<file path="src/rtl/dm_arbiter_pkg.sv">
// Shared definitions for the data-memory arbiter: default widths and FSM encoding.
package dm_arbiter_pkg;

    localparam int ADDR_W_DEF    = 9;
    localparam int DATA_W_DEF    = 16;
    localparam int MAX_BURST_DEF = 16;

    // ST_ARB: normal round-robin; ST_LOCK1: requester 1 owns the memory.
    typedef enum logic {
        ST_ARB   = 1'b0,
        ST_LOCK1 = 1'b1
    } arb_state_t;

endpackage

</file>
<file path="src/rtl/dm_arbiter_rr_arb2.sv">
// Two-input round-robin pick returning a one-hot grant.
// i_last = 1 means requester 1 was granted most recently, so requester 0
// wins a tie. i_force_r1 restricts the grant to requester 1 only.
module rr_arb2 (
    input  logic [1:0] i_valid,
    input  logic       i_last,
    input  logic       i_force_r1,
    output logic [1:0] o_grant
);

    // Pick the winner from the valid bits and the last-granted history.
    always_comb begin
        o_grant = 2'b00;
        if (i_force_r1) begin
            o_grant[1] = i_valid[1];
        end else if (&i_valid) begin
            o_grant = i_last ? 2'b01 : 2'b10;
        end else begin
            o_grant = i_valid;
        end
    end

endmodule

</file>
<file path="src/rtl/dm_arbiter.sv">
// Data-memory arbiter: core (R0) and debug/loader (R1) share one single-port
// RAM. Round-robin between the two, with an optional locked burst for R1
// capped at MAX_BURST beats. Grant is combinational; read data returns one
// cycle after the accepted read.
module dm_arbiter
    import dm_arbiter_pkg::*;
#(
    parameter int ADDR_W    = ADDR_W_DEF,
    parameter int DATA_W    = DATA_W_DEF,
    parameter int MAX_BURST = MAX_BURST_DEF
) (
    input  logic              CLK,
    input  logic              RST,
    input  logic              R0_VALID,
    input  logic              R0_WE,
    input  logic [ADDR_W-1:0] R0_ADDR,
    input  logic [DATA_W-1:0] R0_WDATA,
    output logic              R0_READY,
    output logic              R0_RVALID,
    output logic [DATA_W-1:0] R0_RDATA,
    input  logic              R1_VALID,
    input  logic              R1_WE,
    input  logic [ADDR_W-1:0] R1_ADDR,
    input  logic [DATA_W-1:0] R1_WDATA,
    output logic              R1_READY,
    output logic              R1_RVALID,
    output logic [DATA_W-1:0] R1_RDATA,
    input  logic              R1_LOCK,
    output logic              MEM_EN,
    output logic              MEM_WE,
    output logic [ADDR_W-1:0] MEM_ADDR,
    output logic [DATA_W-1:0] MEM_WDATA,
    input  logic [DATA_W-1:0] MEM_RDATA
);

    localparam int               CNT_W   = $clog2(MAX_BURST + 1);
    localparam logic [CNT_W-1:0] CNT_MAX = CNT_W'(MAX_BURST);
    // A one-beat cap means the lock would end on the beat that starts it.
    localparam bit               LOCK_EN = (MAX_BURST > 1);

    arb_state_t       r_state;
    arb_state_t       w_state_next;
    logic             r_last;
    logic [CNT_W-1:0] r_cnt;
    logic [CNT_W-1:0] w_cnt_next;
    logic             r_rvalid0;
    logic             r_rvalid1;
    logic [1:0]       w_grant;
    logic             w_g0;
    logic             w_g1;

    rr_arb2 u_rr_arb2 (
        .i_valid    ({R1_VALID, R0_VALID}),
        .i_last     (r_last),
        .i_force_r1 (r_state == ST_LOCK1),
        .o_grant    (w_grant)
    );

    // Grants are masked while reset is held so nothing reaches the RAM.
    assign w_g0 = w_grant[0] & RST;
    assign w_g1 = w_grant[1] & RST;

    assign R0_READY  = w_g0;
    assign R1_READY  = w_g1;
    assign MEM_EN    = w_g0 | w_g1;
    assign MEM_WE    = (w_g1 & R1_WE) | (w_g0 & R0_WE);
    assign MEM_ADDR  = w_g1 ? R1_ADDR  : (w_g0 ? R0_ADDR  : '0);
    assign MEM_WDATA = w_g1 ? R1_WDATA : (w_g0 ? R0_WDATA : '0);

    // Read data is forwarded straight from the RAM and forced to 0 otherwise.
    assign R0_RVALID = r_rvalid0;
    assign R1_RVALID = r_rvalid1;
    assign R0_RDATA  = r_rvalid0 ? MEM_RDATA : '0;
    assign R1_RDATA  = r_rvalid1 ? MEM_RDATA : '0;

    // Next-state and beat counter: enter the lock on a locked R1 grant, leave
    // when R1 lets go of VALID or LOCK, or when the burst cap is reached.
    always_comb begin
        w_state_next = r_state;
        w_cnt_next   = r_cnt;
        case (r_state)
            ST_ARB: begin
                if (LOCK_EN && w_g1 && R1_LOCK) begin
                    w_state_next = ST_LOCK1;
                    w_cnt_next   = CNT_W'(1);
                end
            end
            ST_LOCK1: begin
                if (!R1_VALID || !R1_LOCK) begin
                    w_state_next = ST_ARB;
                    w_cnt_next   = '0;
                end else if ((r_cnt + CNT_W'(1)) == CNT_MAX) begin
                    w_state_next = ST_ARB;
                    w_cnt_next   = '0;
                end else begin
                    w_cnt_next = r_cnt + CNT_W'(1);
                end
            end
            default: begin
                w_state_next = ST_ARB;
                w_cnt_next   = '0;
            end
        endcase
    end

    // State, history and read-return registers; reset drops any read in flight.
    always_ff @(posedge CLK or negedge RST) begin
        if (!RST) begin
            r_state   <= ST_ARB;
            r_last    <= 1'b1;
            r_cnt     <= '0;
            r_rvalid0 <= 1'b0;
            r_rvalid1 <= 1'b0;
        end else begin
            r_state   <= w_state_next;
            r_cnt     <= w_cnt_next;
            if (w_g0 | w_g1) begin
                r_last <= w_g1;
            end
            r_rvalid0 <= w_g0 & ~R0_WE;
            r_rvalid1 <= w_g1 & ~R1_WE;
        end
    end

endmodule

</file>
<file path="config.mk">
export PLATFORM = sky130hd
export DESIGN_NAME = dm_arbiter
export DESIGN_NICKNAME = d
export VERILOG_FILES = /design/src/rtl/dm_arbiter_pkg.sv /design/src/rtl/dm_arbiter_rr_arb2.sv /design/src/rtl/dm_arbiter.sv
export SDC_FILE = /design/constraint.sdc
export NUM_CORES = 1
export LEC_CHECK = 0
export ABC_AREA = 1
export BUFFER_PORTS_ARGS = -buffer_cell sky130_fd_sc_hd__buf_2
export CORE_ASPECT_RATIO = 2
export CORE_MARGIN = 1
export CORE_UTILIZATION = 34
export CTS_BUF_LIST = sky130_fd_sc_hd__clkbuf_8 sky130_fd_sc_hd__clkbuf_16
export CTS_CLUSTER_SIZE = 30
export DETAILED_ROUTE_END_ITERATION = 8
export PLACE_DENSITY_LB_ADDON = 0.15
export SLEW_MARGIN = 5
export SYNTH_ARGS = -nofsm -noshare
export SYNTH_HDL_FRONTEND = slang
export SYNTH_SLANG_ARGS = --single-unit
</file>
<file path="constraint.sdc">
create_clock -name CLK -period 2.45 [get_ports CLK]
set_input_delay 0.49 -clock CLK [delete_from_list [all_inputs] [get_ports CLK]]
set_output_delay 0.49 -clock CLK [all_outputs]
set_load 0.05 [all_outputs]
</file>
# Word level (Yosys, flattened, before mapping)
# Index checks and enable logic that the tools add are counted.
word_totals:
  register_bits: 9
  elab_cells: 42
classes:
  addsub: 1
  eq_ne: 2
  muxes: 18
  bitwise_logic: 11
  reduce_logical: 5
ops:
  columns: ["op", "n"]
  rows:
  - ["$mux 16", 4]
  - ["$mux 9", 2]
  - ["$mux 5", 3]
  - ["$pmux 5 s2", 1]
  - ["$and 1x1->1", 6]
  - ["$add 5x1->5 const B", 1]
  - ["$eq 5x5->1 const B", 1]
  - ["$mux 1", 5]
  - ["$mux 2", 2]
  - ["$not 1->1", 3]
  - ["$logic_not 1->1", 2]
  - ["$ne 2x2->1 const B", 1]
  - ["$or 1x1->1", 2]
  - ["$pmux 1 s2", 1]
  - ["$reduce_and 2->1", 1]
  - ["$logic_and 1x1->1", 1]
  - ["$logic_or 1x1->1", 1]

# Depth between registers and ports, before layout
# Gate-level depths: netlist of run 1.
logic_depth:
  ltp_word: 7
  depth_mapped: 7
  mapped_depth_nobuf: 7

# Modules after synthesis
# From an unflattened synthesis of run 1, not the netlist that was laid out.
hier_totals:
  hier_cells: 212
  hier_area_um2: 1113.6
modules_own_cells:
  columns: ["mod", "instances", "cells_per_inst", "area_each_um2", "seq_area_each_um2"]
  rows:
  - ["dm_arbiter", 1, 204, 1076.0, 226.5]
  - ["rr_arb2", 1, 8, 37.5, 0.0]

# Worst setup path after synthesis of run 1
# OpenSTA, ideal clock, no wires.
synth_timing:
  path_kind: "reg-to-output"
  start: "reg r_last"
  end: "out MEM_WDATA[10]"
  t_arrival_ns: 1.483
  t_required_ns: 1.960
  path_slack_ns: 0.477
  path_stages_with_launch: 7
  cell_sequence: "dfstp_2 inv_1 nand2_1 nand3_2 clkinv_4 buf_6 a22o_1"
synth_via:
  elab_chain_len: 6
  elab_cells_between_ends: 8
synth_lines:
  columns: ["item", "line_no", "rtl"]
  rows:
  - ["start: declaration", "dm_arbiter.sv:43", "logic r_last;"]
  - ["start signal: assignment", "dm_arbiter.sv:118", "r_last <= w_g1;"]
  - ["$mux 2", "dm_arbiter_rr_arb2.sv:17", "o_grant = i_last ? 2'b01 : 2'b10;"]
  - ["$mux 2", "dm_arbiter_rr_arb2.sv:16", "end else if (&i_valid) begin"]
  - ["$mux 1", "dm_arbiter_rr_arb2.sv:14", "if (i_force_r1) begin"]
  - ["$and 1x1->1", "dm_arbiter.sv:60", "assign w_g0 = w_grant[0] & RST;"]
  - ["named net R0_READY", "dm_arbiter.sv:18", "output logic R0_READY,"]
  - ["$mux 16 (2 in a row)", "dm_arbiter.sv:68", "assign MEM_WDATA = w_g1 ? R1_WDATA : (w_g0 ? R0_WDATA : '0);"]
  - ["end: declaration", "dm_arbiter.sv:32", "output logic [DATA_W-1:0] MEM_WDATA,"]
# The timed path passes the listed nets, and every way through them passes these cells.

# Worst setup path after layout of run 1
layout_timing:
  start: "reg r_last"
  end: "out MEM_WDATA[10]"
layout_via:
  elab_chain_len: 6
  elab_cells_between_ends: 8
layout_lines:
  columns: ["item", "line_no"]
  rows:
  - ["$mux 2 (*)", "dm_arbiter_rr_arb2.sv:17"]
  - ["$mux 2 (*)", "dm_arbiter_rr_arb2.sv:16"]
  - ["$mux 1", "dm_arbiter_rr_arb2.sv:14"]
  - ["$and 1x1->1", "dm_arbiter.sv:60"]
  - ["$mux 16", "dm_arbiter.sv:68"]
  - ["$mux 16 (*)", "dm_arbiter.sv:68"]
# Mark *: on every way between the ends. The rest lies on a longest branch, timed or not.

==> metrics.txt, run 1 <==
# TYPE chip_impl_metric gauge
chip_impl_info{name="cp_cell_sequence",value="inv_1, nand2_1, nand3_2, clkinv_4, a22o_1, buf_2"} 1
chip_impl_metric{name="dr_total_vias",unit=""} 1491
chip_impl_metric{name="period_utilization_post_route",unit=""} 0.857
chip_impl_metric{name="area.growth.synth_to_final",unit="%"} 68.4
chip_impl_info{name="cts_tree",value="yes"} 1
chip_impl_info{name="clk_root_buffer_cell",value="clkbuf_8"} 1
chip_impl_metric{name="rrSetupSlack",unit="ns"} 1.23
chip_impl_metric{name="cts.reportedPaths.clkPinSlew",unit="ns"} 0.04
chip_impl_metric{name="grt_pass1_vias",unit=""} 1233
chip_impl_metric{name="global_route.usage.met2",unit=""} 0.402
chip_impl_metric{name="half_perimeter_wire_length_after_placement",unit="um"} 2910
chip_impl_metric{name="design.core.area",unit="sq mm"} 0.00280
chip_impl_metric{name="number_of_antenna_violations_at_the_first_check_in_global_routing",unit=""} 0
chip_impl_metric{name="portion_of_the_post_synthesis_area_used_by_sequential_elements",unit=""} 0.221
chip_impl_metric{name="maximum_net_fanout_on_the_critical_path",unit=""} 28
chip_impl_metric{name="grt_start_max_net_pins",unit=""} 29
chip_impl_metric{name="cpPeakStageDelay",unit="ns"} 0.55
chip_impl_info{name="cp-end-kind",value="output port"} 1
chip_impl_info{name="worst_setup_path_start_kind",value="flop"} 1
chip_impl_metric{name="max-slew-margin-rel",unit=""} 0.680
chip_impl_metric{name="firstDrtPassIters",unit=""} 4
chip_impl_metric{name="post-cts-setup-buffers",unit=""} 0
chip_impl_metric{name="place.gp.congestion",unit=""} 0.800
chip_impl_metric{name="worst-r2r-cell-count",unit=""} 7
chip_impl_metric{name="dieHeight",unit="um"} 79.7
chip_impl_metric{name="insertedDiodeCount",unit=""} 0
chip_impl_metric{name="timing.final.setup_violations",unit=""} 0
chip_impl_metric{name="floorplan.die_area",unit="sq mm"} 0.00325
chip_impl_metric{name="postSynthAreaPerCell",unit="sq um"} 6.41
chip_impl_metric{name="floorplan.initialDensity",unit=""} 0.366
chip_impl_metric{name="port_buffers",unit=""} 135
chip_impl_metric{name="netlist_instances",unit=""} 160
chip_impl_metric{name="total_power",unit="mW"} 1.13
chip_impl_metric{name="count_of_endpoints_failing_hold_in_the_final_timing_report",unit=""} 0
chip_impl_metric{name="slew_of_the_pin_with_the_lowest_slew_margin",unit="ns"} 0.480
chip_impl_metric{name="synth-seq-cells",unit=""} 9
chip_impl_metric{name="cts_made_buffers",unit=""} 3
chip_impl_metric{name="layout-drive-gt1-share",unit=""} 0.503
chip_impl_metric{name="grt-ovfl-total",unit=""} 0
chip_impl_metric{name="final_net_count",unit=""} 367
chip_impl_metric{name="worst_skew_pair.late_latency",unit="ns"} 0.23
chip_impl_metric{name="drt_wl_total",unit="um"} 3330
chip_impl_metric{name="total_stage_count_of_the_critical_path",unit=""} 6
chip_impl_metric{name="fin_crit",unit="ns"} 2.10
chip_impl_metric{name="p_leak",unit="nW"} 1.34
chip_impl_metric{name="holdBufCountCts",unit=""} 0
chip_impl_metric{name="dieWidth",unit="um"} 40.8
chip_impl_info{name="highest_delay_cell_along_the_critical_path",value="dfstp_2"} 1
chip_impl_metric{name="drt-vias-per-instance",unit=""} 4.64
chip_impl_metric{name="power_density",unit="mW/mm^2"} 656
chip_impl_info{name="critPathLaunch",value="r_last$_DFFE_PN1P_"} 1
chip_impl_metric{name="drc",unit=""} 0
chip_impl_metric{name="cts-htree-levels",unit=""} 1
chip_impl_metric{name="post_cts_repair_resize_count",unit=""} 0
chip_impl_metric{name="final_antenna_net_count",unit=""} 0
chip_impl_metric{name="row_count",unit=""} 27
chip_impl_metric{name="clock-skew-final",unit="ns"} 0.00557
chip_impl_info{name="result_of_the_run",value="finished clean"} 1
chip_impl_metric{name="peakVddDrop",unit="V"} 0.000424
chip_impl_metric{name="drc_violation_total_after_the_first_tritonroute_iteration",unit=""} 35
chip_impl_metric{name="netlist-cell-type-count",unit=""} 23
chip_impl_info{name="worst_r2r_endpoint",value="r_cnt[0]$_DFFE_PN0P_"} 1
chip_impl_metric{name="critPathRequiredTime",unit="ns"} 1.96
chip_impl_metric{name="clock.fmax",unit="MHz"} 476
chip_impl_metric{name="net_count_of_the_mapped_netlist",unit=""} 234
chip_impl_metric{name="synth.yosys.warnings",unit=""} 0
chip_impl_metric{name="worst-path-buf-inv",unit=""} 3
chip_impl_metric{name="grt_util_met3",unit=""} 0.0195
chip_impl_metric{name="global_route_total_usage_across_every_layer",unit=""} 0.209
chip_impl_metric{name="finalMaxSlewViolations",unit=""} 0
chip_impl_metric{name="worstPathArrival",unit="ns"} 1.61
chip_impl_metric{name="tritoncts_num_sinks",unit=""} 9
chip_impl_metric{name="wl_per_cell",unit="um"} 10.4
chip_impl_info{name="globalRoute.busiestLayer",value="met2"} 1
chip_impl_info{name="cp_top_family",value="flip-flops"} 1
chip_impl_info{name="min-delay-path-class",value="in2async"} 1
chip_impl_info{name="worstReg2RegStart",value="r_cnt[0]$_DFFE_PN0P_"} 1
chip_impl_metric{name="syn_area",unit="sq mm"} 0.00103
chip_impl_metric{name="max-clock-path-buffers",unit=""} 2
chip_impl_info{name="crit_end",value="MEM_WDATA[10]"} 1
chip_impl_metric{name="io_pins",unit=""} 136
chip_impl_metric{name="timing.max_cap.violations",unit=""} 0
chip_impl_info{name="worst-setup-path-type",value="reg2out"} 1
chip_impl_metric{name="met1_usage_in_global_routing",unit=""} 0.203
chip_impl_info{name="rsz0062_at_grt",value="false"} 1
chip_impl_metric{name="final.setup.tns",unit="ns"} 0
chip_impl_metric{name="grt_first_pass_wirelength",unit="um"} 4950
[how the worst min path moves through the flow]
stage | endpoint | slack (ns)
6_report | R0_RVALID$_DFF_PN0_ | 0.08
5_1_grt | R1_RVALID$_DFF_PN0_ | 0.08
4_1_cts | R0_RVALID$_DFF_PN0_ | 0.08
3_5_place_dp | R0_RVALID$_DFF_PN0_ | 0.32
3_3_place_gp | R0_RVALID$_DFF_PN0_ | 0.32
2_1_floorplan | R0_RVALID$_DFF_PN0_ | 0.19
[cell families (layout without fill, tap and decap cells)]
logic type / after synthesis / after routing / share of synthesized area
and+or+nand+nor: 64 / 64 / 0.274
buffers and inverters: 53 / 185 / 0.233
AOI/OAI and AO/OA: 33 / 33 / 0.260
DFF: 9 / 9 / 0.221
adders and majority gates: 1 / 1 / 0.0122
[synthesized netlist by cell type, drive strengths merged]
| library cell | count | area share |
|---|---|---|
| nand3 | 7 | 0.051 |
| dfrtp | 8 | 0.20 |
| clkbuf | 2 | 0.0073 |
| clkinv | 1 | 0.0085 |
| ha | 1 | 0.012 |
| o22ai | 1 | 0.0061 |
| o31ai | 1 | 0.0073 |
| inv | 44 | 0.16 |
| nand2 | 49 | 0.19 |
| o21ai | 2 | 0.0098 |
| a22o | 26 | 0.22 |
| nand4 | 2 | 0.012 |
| buf | 6 | 0.054 |
| dfstp | 1 | 0.026 |
| nor2 | 6 | 0.024 |
| a21oi | 3 | 0.015 |
[cells in the final DEF (no fill, tap or decap), types with 2 or more instances in the layout]
| cell | count |
|---|---|
| a22o_1 | 26 |
| nand4_1 | 2 |
| clkbuf_8 | 3 |
| a21oi_1 | 3 |
| inv_1 | 43 |
| nor2_1 | 5 |
| dfrtp_1 | 8 |
| nand2_1 | 48 |
| nand3_1 | 5 |
| buf_2 | 135 |
| o21ai_0 | 2 |
[state kept, by name, summed over array words and instances, names as in the netlist]
signal,cells
r_state,1
R1_RVALID,1
R0_RVALID,1
r_last,1
r_cnt,5
[routing by layer]
layer	wire length, um	vias up
met4	42	0
met2	1840	96
met3	358	4
li1	-	768
met1	1090	623
met5	0	-
[cell type report]
class | count | area, sq um
tap | 29 | 36.3
multi-input combinational | 98 | 561
timing repair buffer | 136 | 683
clock inverter | 1 | 3.75
sequential | 9 | 226
clock buffer | 3 | 41.3
fill | 298 | 1080
inverter | 45 | 176
[report_power, final]
| part | internal, mW | switching [mW] |
|---|---|---|
| Clock | 0.109 | 0.0557 |
| Combinational | 0.199 | 0.536 |
| Sequential | 0.186 | 0.0475 |
| Total | 0.494 | 0.639 |
[per-stage QoR]
step	cells	hold slack, ns	utilization	setup slack [ns]	area, sq um
after detailed placement	317	0.320	0.600	0.411	1680
after global placement	317	0.320	0.600	0.398	1680
after global routing	321	0.0789	0.616	0.224	1730
after CTS	321	0.0771	0.616	0.336	1730
final	321	0.0764	0.616	0.349	1730
after floorplan	160	0.194	-	0.477	1030
(Power assumes the default switching activity.)
==> inputs of run 2 (changes only) <==
--- a/config.mk
+++ b/config.mk
@@ -7,9 +7,11 @@
 export LEC_CHECK = 0
 export ABC_AREA = 1
 export BUFFER_PORTS_ARGS = -buffer_cell sky130_fd_sc_hd__buf_2
+export CELL_PAD_IN_SITES_DETAIL_PLACEMENT = 0
+export CELL_PAD_IN_SITES_GLOBAL_PLACEMENT = 1
 export CORE_ASPECT_RATIO = 2
 export CORE_MARGIN = 1
-export CORE_UTILIZATION = 34
+export CORE_UTILIZATION = 19
 export CTS_BUF_LIST = sky130_fd_sc_hd__clkbuf_8 sky130_fd_sc_hd__clkbuf_16
 export CTS_CLUSTER_SIZE = 30
 export DETAILED_ROUTE_END_ITERATION = 8
==> constraint.sdc (replaced) <==
create_clock -name CLK -period 2.45 [get_ports CLK]
set_input_delay 0.49 -clock CLK [delete_from_list [all_inputs] [get_ports CLK]]
set_output_delay 0.49 -clock CLK [all_outputs]
set_load 0.02 [all_outputs]
==> run 2 against run 1 <==
Sequential power about the same; routed wire length increased by 19%; design area increased by 2.1%; total power decreased by 19%; worst hold slack improved by 0.015 ns; sequential share of layout area decreased by 0.27 points; largest power group unchanged.
==> metrics.txt, run 2 (synthesized netlist as in run 1, its figures left out) <==
# TYPE chip_impl_metric gauge
chip_impl_info{name="result_of_the_run",value="finished clean"} 1
chip_impl_metric{name="worst_slack",unit="ns"} 0.374
chip_impl_metric{name="final.setup.tns",unit="ns"} 0
chip_impl_metric{name="layout-drive-gt1-share",unit=""} 0.503
chip_impl_info{name="critPathLaunch",value="r_last$_DFFE_PN1P_"} 1
chip_impl_metric{name="worstPathArrival",unit="ns"} 1.59
chip_impl_metric{name="worst_skew_pair.late_latency",unit="ns"} 0.23
chip_impl_info{name="rsz0062_at_grt",value="false"} 1
chip_impl_metric{name="drt-vias-per-instance",unit=""} 4.26
chip_impl_metric{name="cts-htree-levels",unit=""} 1
chip_impl_metric{name="max-slew-margin-rel",unit=""} 0.640
chip_impl_metric{name="slew_of_the_pin_with_the_lowest_slew_margin",unit="ns"} 0.540
chip_impl_metric{name="insertedDiodeCount",unit=""} 0
chip_impl_metric{name="final_antenna_net_count",unit=""} 0
chip_impl_metric{name="timing.final.setup_violations",unit=""} 0
chip_impl_metric{name="half_perimeter_wire_length_after_placement",unit="um"} 3420
chip_impl_info{name="clk_root_buffer_cell",value="clkbuf_8"} 1
chip_impl_metric{name="design.core.area",unit="sq mm"} 0.00518
chip_impl_info{name="worst_setup_path_start_kind",value="flop"} 1
chip_impl_metric{name="dieHeight",unit="um"} 106
chip_impl_metric{name="drc_violation_total_after_the_first_tritonroute_iteration",unit=""} 24
chip_impl_metric{name="final_net_count",unit=""} 367
chip_impl_info{name="cp-end-kind",value="output port"} 1
chip_impl_metric{name="tritoncts_num_sinks",unit=""} 9
chip_impl_metric{name="clock-skew-final",unit="ns"} 0.00358
chip_impl_metric{name="post-cts-setup-buffers",unit=""} 0
chip_impl_metric{name="wl_per_cell",unit="um"} 11.3
chip_impl_metric{name="timing.max_cap.violations",unit=""} 0
chip_impl_metric{name="fin_crit",unit="ns"} 2.08
chip_impl_metric{name="largest_register_ffs",unit=""} 5
chip_impl_metric{name="row_count",unit=""} 37
chip_impl_info{name="worstReg2RegStart",value="r_cnt[0]$_DFFE_PN0P_"} 1
chip_impl_info{name="layout_commonest_cell",value="buf_2"} 1
chip_impl_metric{name="drc",unit=""} 0
chip_impl_metric{name="cts.reportedPaths.clkPinSlew",unit="ns"} 0.04
chip_impl_metric{name="period_utilization_post_route",unit=""} 0.847
chip_impl_metric{name="finalMaxSlewViolations",unit=""} 0
chip_impl_metric{name="power_density",unit="mW/mm^2"} 518
chip_impl_metric{name="holdBufCountCts",unit=""} 0
chip_impl_metric{name="io_pins",unit=""} 136
chip_impl_info{name="min-delay-path-class",value="in2async"} 1
chip_impl_info{name="worst-setup-path-type",value="reg2out"} 1
chip_impl_metric{name="cts_made_buffers",unit=""} 3
chip_impl_metric{name="post_cts_repair_resize_count",unit=""} 0
chip_impl_info{name="registers.top_by_ff_count",value="r_cnt"} 1
chip_impl_metric{name="number_of_antenna_violations_at_the_first_check_in_global_routing",unit=""} 0
chip_impl_info{name="most-common-layout-cells",value="buf_2, nand2_1, inv_1, a22o_1, dfrtp_1"} 1
chip_impl_info{name="cts_tree",value="yes"} 1
chip_impl_metric{name="peakVddDrop",unit="V"} 0.000234
chip_impl_metric{name="maximum_net_fanout_on_the_critical_path",unit=""} 28
chip_impl_metric{name="p_leak",unit="nW"} 1.34
chip_impl_metric{name="drt_wl_total",unit="um"} 3950
chip_impl_metric{name="grt_start_max_net_pins",unit=""} 29
chip_impl_metric{name="grt-ovfl-total",unit=""} 0
chip_impl_metric{name="critPathRequiredTime",unit="ns"} 1.96
chip_impl_metric{name="global_route_total_usage_across_every_layer",unit=""} 0.140
chip_impl_metric{name="firstDrtPassIters",unit=""} 4
chip_impl_metric{name="fillerInstances",unit=""} 585
chip_impl_metric{name="dieWidth",unit="um"} 54.0
chip_impl_metric{name="area.growth.synth_to_final",unit="%"} 72.0
chip_impl_metric{name="floorplan.initialDensity",unit=""} 0.198
chip_impl_metric{name="port_buffers",unit=""} 135
chip_impl_metric{name="max-clock-path-buffers",unit=""} 2
chip_impl_metric{name="clock.fmax",unit="MHz"} 482
chip_impl_metric{name="grt_pass1_vias",unit=""} 1416
chip_impl_metric{name="count_of_endpoints_failing_hold_in_the_final_timing_report",unit=""} 0
chip_impl_metric{name="grt_first_pass_wirelength",unit="um"} 5990
chip_impl_metric{name="post_placement_setup_slack",unit="ns"} 0.418
chip_impl_metric{name="place.gp.congestion",unit=""} 0.764
chip_impl_metric{name="floorplan.die_area",unit="sq mm"} 0.00572
chip_impl_metric{name="rrSetupSlack",unit="ns"} 1.18
chip_impl_metric{name="dr_total_vias",unit=""} 1491
run 2: cell counts in the layout (fill, tap and decap cells not counted):
No cell type changed its count.
run 2: critical path: stages, from the launching register on:
cell,delay [ns]
dfstp_2,0.55
inv_1,0.06
nand2_1,0.07
nand3_2,0.13
clkinv_4,0.20
a22o_1,0.18
buf_2,0.17
run 2: final timing paths:
kind	end	depth (start not counted)
max	MEM_ADDR[0]	6
min	r_cnt[4]$_DFFE_PN0P_	1
max reg2reg	r_state$_DFF_PN0_	7
min reg2reg	r_cnt[1]$_DFFE_PN0P_	2
max in group asynchronous	r_cnt[2]$_DFFE_PN0P_	2
min in group CLK	R1_RVALID$_DFF_PN0_	2
run 2: per-stage QoR:
step / power (mW) / hold WS, ns / instances / util / area, sq um
after floorplan: 0.578 / 0.194 / 160 / - / 1030
after global placement: 0.767 / 0.331 / 346 / 0.332 / 1720
after detailed placement: 0.761 / 0.333 / 346 / 0.332 / 1720
after CTS: 0.930 / 0.0907 / 350 / 0.340 / 1760
after global routing: 0.988 / 0.0940 / 350 / 0.340 / 1760
final: 0.914 / 0.0910 / 350 / 0.340 / 1760
run 2: per-layer routing:
| metal | vias to the layer above | track usage | part of all wire |
|---|---|---|---|
| met5 | - | 0 | 0 |
| met4 | 0 | 0.0451 | 0.0084 |
| met3 | 4 | 0.0215 | 0.093 |
| met2 | 100 | 0.286 | 0.58 |
| li1 | 769 | - | - |
| met1 | 618 | 0.122 | 0.32 |
run 2: layout make-up:
type | instances | area, sq um | area share
Timing Repair Buffer | 136 | 683 | 0.387
Inverter | 45 | 176 | 0.100
Clock buffer | 3 | 41.3 | 0.0234
Tap cell | 58 | 72.6 | 0.0411
Sequential cell | 9 | 226 | 0.128
Multi-Input combinational cell | 98 | 561 | 0.318
Clock inverter | 1 | 3.75 | 0.00213
run 2: power by group:
part           switching [mW]  internal (mW)  total (mW)
logic                   0.316          0.199       0.515
registers              0.0509          0.186       0.237
clock network          0.0538          0.109       0.162
==> inputs of run 3 (changes only) <==
--- a/config.mk
+++ b/config.mk
@@ -11,7 +11,7 @@
 export CELL_PAD_IN_SITES_GLOBAL_PLACEMENT = 1
 export CORE_ASPECT_RATIO = 2
 export CORE_MARGIN = 1
-export CORE_UTILIZATION = 19
+export CORE_UTILIZATION = 16
 export CTS_BUF_LIST = sky130_fd_sc_hd__clkbuf_8 sky130_fd_sc_hd__clkbuf_16
 export CTS_CLUSTER_SIZE = 30
 export DETAILED_ROUTE_END_ITERATION = 8
==> constraint.sdc (replaced) <==
create_clock -name CLK -period 1.9 [get_ports CLK]
set_input_delay 0.38 -clock CLK [delete_from_list [all_inputs] [get_ports CLK]]
set_output_delay 0.38 -clock CLK [all_outputs]
set_load 0.02 [all_outputs]
==> run 3 against run 2 <==
The flow now finishes with violations (negative setup slack); total power up 63%; largest power group unchanged; final cell count up 10%; critical endpoint is now MEM_WDATA[0]; clock-buffer cell count unchanged; clock skew down 0.0022 ns; via count up 5.0%; clock power up 130%; critical path type unchanged; setup slack worse by 0.40 ns; first-iteration DRC count up 140%.
==> metrics.txt, run 3 (synthesized netlist as in run 1, its figures left out) <==
# TYPE chip_impl_metric gauge
chip_impl_metric{name="worst-path-buf-inv",unit=""} 3
chip_impl_metric{name="final_antenna_net_count",unit=""} 0
chip_impl_metric{name="floorplan.initialDensity",unit=""} 0.164
chip_impl_metric{name="cts_made_buffers",unit=""} 3
chip_impl_metric{name="timing.max_cap.violations",unit=""} 0
chip_impl_metric{name="drt-vias-per-instance",unit=""} 4.07
chip_impl_info{name="min-delay-path-class",value="in2async"} 1
chip_impl_metric{name="p_leak",unit="nW"} 1.42
chip_impl_metric{name="drt_wl_total",unit="um"} 4580
chip_impl_info{name="layout_commonest_cell",value="buf_2"} 1
chip_impl_metric{name="design.core.area",unit="sq mm"} 0.00626
chip_impl_metric{name="peakVddDrop",unit="V"} 0.000232
chip_impl_metric{name="finalMaxSlewViolations",unit=""} 0
chip_impl_metric{name="cts-htree-levels",unit=""} 1
chip_impl_metric{name="count_of_endpoints_failing_hold_in_the_final_timing_report",unit=""} 0
chip_impl_metric{name="maximum_net_fanout_on_the_critical_path",unit=""} 14
chip_impl_metric{name="worst_slack",unit="ns"} -0.0227
chip_impl_metric{name="worst_skew_pair.late_latency",unit="ns"} 0.23
chip_impl_info{name="most-common-layout-cells",value="buf_2, nand2_1, inv_1, a22o_1, buf_6"} 1
chip_impl_info{name="cts_tree",value="yes"} 1
chip_impl_info{name="worstReg2RegStart",value="r_cnt[0]$_DFFE_PN0P_"} 1
chip_impl_metric{name="dieHeight",unit="um"} 115
chip_impl_metric{name="clock.fmax",unit="MHz"} 520
chip_impl_info{name="worst_setup_path_start_kind",value="flop"} 1
chip_impl_metric{name="clock-skew-final",unit="ns"} 0.00138
chip_impl_metric{name="tritoncts_num_sinks",unit=""} 9
chip_impl_metric{name="grt-ovfl-total",unit=""} 0
chip_impl_metric{name="layout-drive-gt1-share",unit=""} 0.522
chip_impl_metric{name="largest_register_ffs",unit=""} 5
chip_impl_metric{name="layout.core_utilization",unit=""} 0.327
chip_impl_info{name="cp-end-kind",value="output port"} 1
chip_impl_metric{name="wl_per_cell",unit="um"} 11.9
chip_impl_metric{name="firstDrtPassIters",unit=""} 4
chip_impl_info{name="cp_top_family",value="flip-flops"} 1
chip_impl_info{name="worst_r2r_endpoint",value="r_state$_DFF_PN0_"} 1
chip_impl_metric{name="grt_start_max_net_pins",unit=""} 28
chip_impl_metric{name="grt_pass1_vias",unit=""} 1453
chip_impl_info{name="violations",value="negative setup slack"} 1
chip_impl_metric{name="place.gp.congestion",unit=""} 0.739
chip_impl_metric{name="half_perimeter_wire_length_after_placement",unit="um"} 3720
chip_impl_metric{name="power_density",unit="mW/mm^2"} 727
chip_impl_info{name="highest_delay_cell_along_the_critical_path",value="dfstp_2"} 1
chip_impl_metric{name="design_area",unit="sq mm"} 0.00205
chip_impl_metric{name="fin_crit",unit="ns"} 1.92
chip_impl_metric{name="dieWidth",unit="um"} 58.6
chip_impl_info{name="result_of_the_run",value="finished with violations"} 1
chip_impl_metric{name="dr_total_vias",unit=""} 1566
chip_impl_metric{name="post_placement_setup_slack",unit="ns"} 0.132
chip_impl_metric{name="postPlaceCellArea",unit="sq mm"} 0.00178
chip_impl_metric{name="drc",unit=""} 0
chip_impl_metric{name="worstPathArrival",unit="ns"} 1.54
chip_impl_metric{name="rrSetupSlack",unit="ns"} 0.66
chip_impl_metric{name="global_route_total_usage_across_every_layer",unit=""} 0.124
chip_impl_metric{name="cpPeakStageDelay",unit="ns"} 0.55
chip_impl_metric{name="slew_of_the_pin_with_the_lowest_slew_margin",unit="ns"} 0.244
chip_impl_info{name="rsz0062_at_grt",value="true"} 1
chip_impl_metric{name="max-clock-path-buffers",unit=""} 2
chip_impl_metric{name="floorplan.die_area",unit="sq mm"} 0.00676
chip_impl_metric{name="worst-r2r-cell-count",unit=""} 7
chip_impl_metric{name="final_net_count",unit=""} 374
chip_impl_metric{name="cts.reportedPaths.clkPinSlew",unit="ns"} 0.04
chip_impl_metric{name="io_pins",unit=""} 136
chip_impl_metric{name="max-slew-margin-rel",unit=""} 0.836
chip_impl_metric{name="number_of_antenna_violations_at_the_first_check_in_global_routing",unit=""} 0
chip_impl_metric{name="critPathRequiredTime",unit="ns"} 1.52
chip_impl_metric{name="grt_first_pass_wirelength",unit="um"} 6260
chip_impl_info{name="clk_root_buffer_cell",value="clkbuf_16"} 1
chip_impl_metric{name="row_count",unit=""} 41
chip_impl_metric{name="drc_violation_total_after_the_first_tritonroute_iteration",unit=""} 58
chip_impl_metric{name="port_buffers",unit=""} 135
chip_impl_info{name="worst-setup-path-type",value="reg2out"} 1
chip_impl_metric{name="area.growth.synth_to_final",unit="%"} 99.6
chip_impl_info{name="cp_cell_sequence",value="inv_2, nand2_2, nand3_4, clkinv_8, a22o_1, buf_6"} 1
chip_impl_metric{name="period_utilization_post_route",unit=""} 1.01
chip_impl_metric{name="insertedDiodeCount",unit=""} 0
chip_impl_metric{name="timing.final.setup_violations",unit=""} 2
chip_impl_info{name="registers.top_by_ff_count",value="r_cnt"} 1
[run 3: cell count changes in the layout (fill, tap and decap cells not counted), sizes merged]
cell    change
buf         +5
clkinv      +1
inv         +1
[run 3: stage by stage]
step / std cells / TNS (ns) / power, mW / hold slack [ns]
after detailed placement: 377 / 0 / 0.993 / 0.368
after floorplan: 160 / 0 / 0.745 / 0.0844
final: 385 / -0.0240 / 1.49 / 0.142
after CTS: 383 / 0 / 1.39 / 0.145
after global placement: 377 / 0 / 0.999 / 0.369
after global routing: 385 / -1.15 / 1.58 / 0.153
[run 3: area by class of cell]
cell class	instances	area, sq um
clock buffer	3	75.1
timing repair buffer	141	853
inverter	45	186
sequential	9	226
multi-input combinational	98	571
fill	713	4210
tap	86	108
timing repair inverter	2	25.0
clock inverter	1	3.75
[run 3: where the power goes]
part / leakage, nW / internal (mW) / switching (mW)
registers: 0.119 / 0.240 / 0.0480
clock network: 0.0423 / 0.275 / 0.0903
logic: 1.26 / 0.359 / 0.476
total: 1.42 / 0.875 / 0.614
[run 3: routing by layer]
layer	up-vias	global-route usage	wire length (um)
met2	115	0.293	2730
met3	4	0.0157	467
met5	-	0	0
met1	667	0.0890	1350
met4	0	0.0333	33
li1	780	-	-
[run 3: worst max-delay path by stage]
stage / from / endpoint / slack, ns / depth (start not counted)
floorplan: r_last$_DFFE_PN1P_ / MEM_WDATA[10] / 0.29 / 6
global placement: RST / MEM_WDATA[0] / 0.13 / 7
detailed placement: RST / MEM_WDATA[0] / 0.13 / 7
CTS: r_last$_DFFE_PN1P_ / MEM_ADDR[7] / 0.004 / 6
global route: r_last$_DFFE_PN1P_ / MEM_WDATA[0] / -0.10 / 6
finish: r_last$_DFFE_PN1P_ / MEM_WDATA[0] / -0.02 / 6
[run 3: repair_timing]
item / CTS / global route
cloned: 1 / 1
hold buffers: 0 / 0
endpoints found under the hold margin: 0 / 0
endpoints found under the setup margin: 24 / 26
pin swaps: 0 / 3
setup buffers: 1 / 1
gates resized for setup: 4 / 47
